--- src/rtl/systolic_ctrl.sv ---
// Operand loader, run sequencer and result drainer for a 3x3 systolic matmul array.
// Optional RUN-phase timeout with a sticky ERR state when SYSCTRL_TIMEOUT_EN is defined.
module systolic_ctrl (
    input  logic         clk,
    input  logic         rst,
    input  logic         in_valid,
    output logic         in_ready,
    input  logic [7:0]   in_data,
    output logic [71:0]  sa_a,
    output logic [71:0]  sa_b,
    output logic         sa_start,
    output logic         sa_rst,
    input  logic         sa_done,
    input  logic [143:0] sa_c,
    output logic         out_valid,
    input  logic         out_ready,
    output logic [15:0]  out_data,
    output logic         out_last,
    output logic         busy,
    output logic         err
);

`ifdef SYSCTRL_TIMEOUT_EN
    typedef enum logic [2:0] {StLoad, StClr, StRun, StDrain, StErr} state_e;
`else
    typedef enum logic [1:0] {StLoad, StClr, StRun, StDrain} state_e;
`endif

    state_e      state_q;
    logic [4:0]  cnt_q;
    logic [3:0]  idx_q;
    logic [7:0]  opnd_q [18];
    logic [15:0] res_q  [9];

    logic in_ready_q;
    logic sa_start_q;
    logic sa_rst_q;
    logic out_valid_q;
    logic busy_q;

`ifdef SYSCTRL_TIMEOUT_EN
    logic [4:0] tmo_q;
    logic       err_q;
`endif

    // Flags are registered alongside the state so each output is a plain flop.
    always_ff @(posedge clk) begin
        if (rst) begin
            state_q     <= StLoad;
            cnt_q       <= '0;
            idx_q       <= '0;
            for (int k = 0; k < 18; k++) opnd_q[k] <= '0;
            for (int k = 0; k < 9; k++) res_q[k] <= '0;
            in_ready_q  <= 1'b1;
            sa_start_q  <= 1'b0;
            sa_rst_q    <= 1'b1;
            out_valid_q <= 1'b0;
            busy_q      <= 1'b0;
`ifdef SYSCTRL_TIMEOUT_EN
            tmo_q       <= '0;
            err_q       <= 1'b0;
`endif
        end else begin
            case (state_q)
                StLoad: begin
                    sa_rst_q <= 1'b0;
                    if (in_valid) begin
                        opnd_q[cnt_q] <= in_data;
                        busy_q        <= 1'b1;
                        if (cnt_q == 5'd17) begin
                            cnt_q      <= '0;
                            state_q    <= StClr;
                            in_ready_q <= 1'b0;
                            sa_rst_q   <= 1'b1;
                        end else begin
                            cnt_q <= cnt_q + 5'd1;
                        end
                    end
                end
                StClr: begin
                    state_q    <= StRun;
                    sa_rst_q   <= 1'b0;
                    sa_start_q <= 1'b1;
`ifdef SYSCTRL_TIMEOUT_EN
                    tmo_q      <= '0;
`endif
                end
                StRun: begin
                    if (sa_done) begin
                        for (int k = 0; k < 9; k++) res_q[k] <= sa_c[16*k +: 16];
                        state_q     <= StDrain;
                        sa_start_q  <= 1'b0;
                        out_valid_q <= 1'b1;
                        idx_q       <= '0;
`ifdef SYSCTRL_TIMEOUT_EN
                    end else if (tmo_q == 5'd30) begin
                        // 31st RUN cycle without done: give up until reset.
                        state_q    <= StErr;
                        sa_start_q <= 1'b0;
                        err_q      <= 1'b1;
                    end else begin
                        tmo_q <= tmo_q + 5'd1;
`endif
                    end
                end
                StDrain: begin
                    if (out_ready) begin
                        if (idx_q == 4'd8) begin
                            state_q     <= StLoad;
                            idx_q       <= '0;
                            out_valid_q <= 1'b0;
                            in_ready_q  <= 1'b1;
                            busy_q      <= 1'b0;
                        end else begin
                            idx_q <= idx_q + 4'd1;
                        end
                    end
                end
`ifdef SYSCTRL_TIMEOUT_EN
                StErr: begin
                    state_q <= StErr;
                end
`endif
                default: begin
                    state_q <= StLoad;
                end
            endcase
        end
    end

    always_comb begin
        sa_a = '0;
        sa_b = '0;
        for (int k = 0; k < 9; k++) begin
            sa_a[8*k +: 8] = opnd_q[k];
            sa_b[8*k +: 8] = opnd_q[9 + k];
        end
    end

    assign in_ready  = in_ready_q;
    assign sa_start  = sa_start_q;
    assign sa_rst    = sa_rst_q;
    assign out_valid = out_valid_q;
    assign out_data  = res_q[idx_q];
    assign out_last  = out_valid_q && (idx_q == 4'd8);
    assign busy      = busy_q;

`ifdef SYSCTRL_TIMEOUT_EN
    assign err = err_q;
`else
    assign err = 1'b0;
`endif

endmodule
--- config.mk ---
export PLATFORM = sky130hd
export DESIGN_NAME = systolic_ctrl
export DESIGN_NICKNAME = d
export VERILOG_FILES = /design/src/rtl/systolic_ctrl.sv
export SDC_FILE = /design/constraint.sdc
export NUM_CORES = 1
export LEC_CHECK = 0
export ABC_AREA = 1
export CORE_ASPECT_RATIO = 0.9
export CORE_UTILIZATION = 30
export CTS_BUF_LIST = sky130_fd_sc_hd__clkbuf_2 sky130_fd_sc_hd__clkbuf_4 sky130_fd_sc_hd__clkbuf_8
export DETAILED_ROUTE_END_ITERATION = 16
export DONT_BUFFER_PORTS = 1
export GPL_TIMING_DRIVEN = 0
export MAX_ROUTING_LAYER = met4
export PLACE_DENSITY = 0.42
export SLEW_MARGIN = 20
export SYNTH_ARGS = -nofsm -noshare
export SYNTH_HDL_FRONTEND = slang
export SYNTH_SLANG_ARGS = --single-unit
--- constraint.sdc ---
create_clock -name clk -period 21.1 [get_ports clk]
set_input_delay 1.055 -clock clk [delete_from_list [all_inputs] [get_ports clk]]
set_output_delay 1.055 -clock clk [all_outputs]
set_load 0.01 [all_outputs]
==> results_dict.tcl <==
set metrics [dict create \
    seq_area_frac_synth_pct 69.0 \
    p_switching_uw 306 \
    clkSlewWorstSetupHoldPaths_ps 60 \
    min_delay_worst_endpoint "cnt_q[3]$_SDFFE_PP0P_" \
    synth_area_sq_mm 0.0131 \
    syn_to_final_growth_pct 14.7 \
    remaining_drc_errors 0 \
    p_sw_share_pct 23.7 \
    crit_required_ps 20050 \
    grt_pass1_wl_um 58900 \
    cts_resized 0 \
    maxCapViolations 0 \
    synthFlopType "edfxtp_1" \
    drive_gt1_share_pct 10.0 \
    path_max_fanout 10 \
    dr.pass1.iters 5 \
    grt_usage_pct 18.9 \
    final.setup_skew_ps 36.0 \
    routed_wl_um 40800 \
    startpoint_type "flip-flop" \
    num_rows 72 \
    ys_warn_count 0 \
    power.share.clock_pct 41.6 \
    design.core.area_sq_mm 0.0431 \
    gr-total-overflow 0 \
    max_freq_mhz 258 \
    portBuffers 0 \
    grt_max_degree 24 \
    setup_violations 0 \
    reg2reg_to "opnd_q[15][5]$_SDFFCE_PN0P_" \
    synthTopCellsByArea "edfxtp_1 66%, nor2_1 8.6%, inv_1 7.0%" \
    final_core_util_pct 34.9 \
    die_h_um 200 \
    min_period_ps 3880 \
    clkLatencyLatePin_ps 650 \
    syn_avg_cell_area_sq_um 10.5 \
    cts_max_level 2 \
    ys_ff_latch 308 \
    nets 1472 \
    reg2reg_depth 8 \
    num_vias 8815 \
    path_class "reg2out" \
    synth.most_common_cell "nor2_1" \
    drt_iter0_markers 651 \
    via_per_inst 4.63 \
    cts_buffers 54 \
    hold_path_depth 1 \
    power.density_mw_per_mm2 85.8 \
    antenna_found_initial 3 \
    clock-sinks 308 \
    root_buffer "clkbuf_8" \
    wl_per_cell_um 21.4 \
    syn_nets 1409 \
    grt_setup_unrepaired "false" \
    hpwl_um 30300 \
    post_cts_buffers 0 \
    synth_cells 1244 \
    die_width_um 222 \
    worstReg2RegStart "state_q[0]$_SDFFE_PP0P_" \
    io_pins 324 \
    dieArea_sq_mm 0.0445 \
    cp.arrival_ps 2820 \
    ff2ff_setup_slack_ps 18560 \
    p_comb_share_pct 3.7 \
    grt_pass1_vias 8829 \
    synth.distinct_cells 29 \
    async_flop_share_pct 0 \
    vdd_ir_drop_max_v 0.0000385 \
    p_int_uw 984 \
    tightestPinTransition_ps 894 \
    synth.top_cells.by_count "302 x nor2_1, 288 x edfxtp_1, 244 x inv_1" \
    yosysTopAreaCell "edfxtp_1" \
    p_seq_share_pct 54.6 \
    fin_crit_sh_pct 18.4 \
    synth_top_area_share_pct 66.0 \
    tritoncts "built" \
    max_slew_margin_pct 40.4 \
    hold_start "rst" \
    hp-class "in2reg" \
    initial_core_util_pct 30.4 \
    synth-edff-count 288 \
    postCtsHoldBufs 0 \
    timing.hold.ws_ps 474 \
    cts_buffer_depth 3 \
    outcome "complete, no violations" \
    finalSetupTns_ps 0 \
    critPathCaptureType "output pin" \
    finalHoldViolations 0 \
    power_leakage_nw 6.08 \
    gp_congestion 0.948 \
    antenna_left 0 \
    final_max_slew_viol_count 0 \
]
-- logic make-up (layout without fill, tap and decap cells) --
logic type | after synthesis | in the layout | share of synthesized area (%)
and+or+nand+nor | 525 | 525 | 16.4
buffers and inverters | 302 | 402 | 8.86
xor gates and xnor gates | 4 | 4 | 0.267
adders and majority gates | 8 | 8 | 0.764
DFF | 308 | 308 | 69.0
AOI/OAI and AO/OA | 96 | 96 | 4.63
other | 1 | 4 | 0.0286
-- layout make-up --
| type | instances | area (sq um) |
|---|---|---|
| antenna | 3 | 7.51 |
| buffer | 55 | 234 |
| clock buffer | 73 | 886 |
| clock inverter | 20 | 129 |
| fill | 4395 | 28000 |
| inverter | 247 | 927 |
| multi-input combinational | 634 | 2910 |
| sequential | 308 | 9050 |
| tap | 555 | 694 |
| timing repair buffer | 7 | 193 |
-- sequential cells by signal (all words and copies together), names as in the netlist, named ones only --
| signal | cells |
|---|---|
| busy | 1 |
| cnt_q | 5 |
| idx_q | 4 |
| in_ready | 1 |
| opnd_q | 144 |
| out_valid | 1 |
| res_q | 144 |
| sa_rst | 1 |
| sa_start | 1 |
| state_q | 2 |
-- worst max-delay path by stage --
stage	slack (ps)	endpoint	from
after floorplan	9060	res_q[0][0]$_SDFFCE_PN0P_	sa_done
after global placement	3660	res_q[1][7]$_SDFFCE_PN0P_	sa_done
after detailed placement	17970	out_data[9]	flip-flop
after CTS	17250	out_data[9]	flip-flop
after global routing	17040	out_data[10]	flip-flop
final	17220	out_data[9]	flip-flop
-- cell usage in the layout, fill, tap and decap left out, drive strengths merged --
cell type and instances:
a21oi 22, a22oi 1, buf 35, bufinv 1, clkbuf 100, clkinv 18
clkinvlp 1, conb 1, dfxtp 20, diode 3, edfxtp 288, ha 8
inv 247, nand2 152, nand3 61, nand4 1, nor2 309, nor3 1
nor3b 1, o211ai 48, o21ai 23, o21bai 1, o22ai 1, xor2 4
-- critical path, stage by stage (launching register included) --
cell and delay (ps):
dfxtp_1 370, buf_1 430, clkbuf_1 460, o211ai_1 230
nand3_1 330, nand3_1 190, nand2_1 150
-- metal layers --
metal  vias to the layer above  global-route usage, %  part of all wire, %  routed length [um]
met4                         0                   4.54                  1.8                 729
met5                         -                      -                    0                   0
li1                       4132                      -                    -                   -
met3                        59                   7.35                  9.6                3920
met1                      4338                   24.5                   44               17800
met2                       286                   27.7                   45               18300
-- power by group through the flow --
stage / combinational [mW] / sequential [mW] / clock, mW
3_3_place_gp: 0.0444 / 0.726 / 0
6_report: 0.0483 / 0.705 / 0.537
4_1_cts: 0.0495 / 0.705 / 0.554
2_1_floorplan: 0.0285 / 0.717 / 0
5_1_grt: 0.0540 / 0.706 / 0.579
3_5_place_dp: 0.0492 / 0.717 / 0
-- metrics by stage --
| step | worst slack (ps) | power (mW) | instance area, sq um | instances |
|---|---|---|---|---|
| 2_1_floorplan | 9060 | 0.746 | 13100 | 1244 |
| 3_3_place_gp | 3660 | 0.771 | 13800 | 1799 |
| 3_5_place_dp | 17970 | 0.767 | 14000 | 1806 |
| 4_1_cts | 17250 | 1.31 | 15000 | 1899 |
| 5_1_grt | 17040 | 1.34 | 15000 | 1902 |
| 6_report | 17220 | 1.29 | 15000 | 1902 |
(Power assumes the default switching activity.)
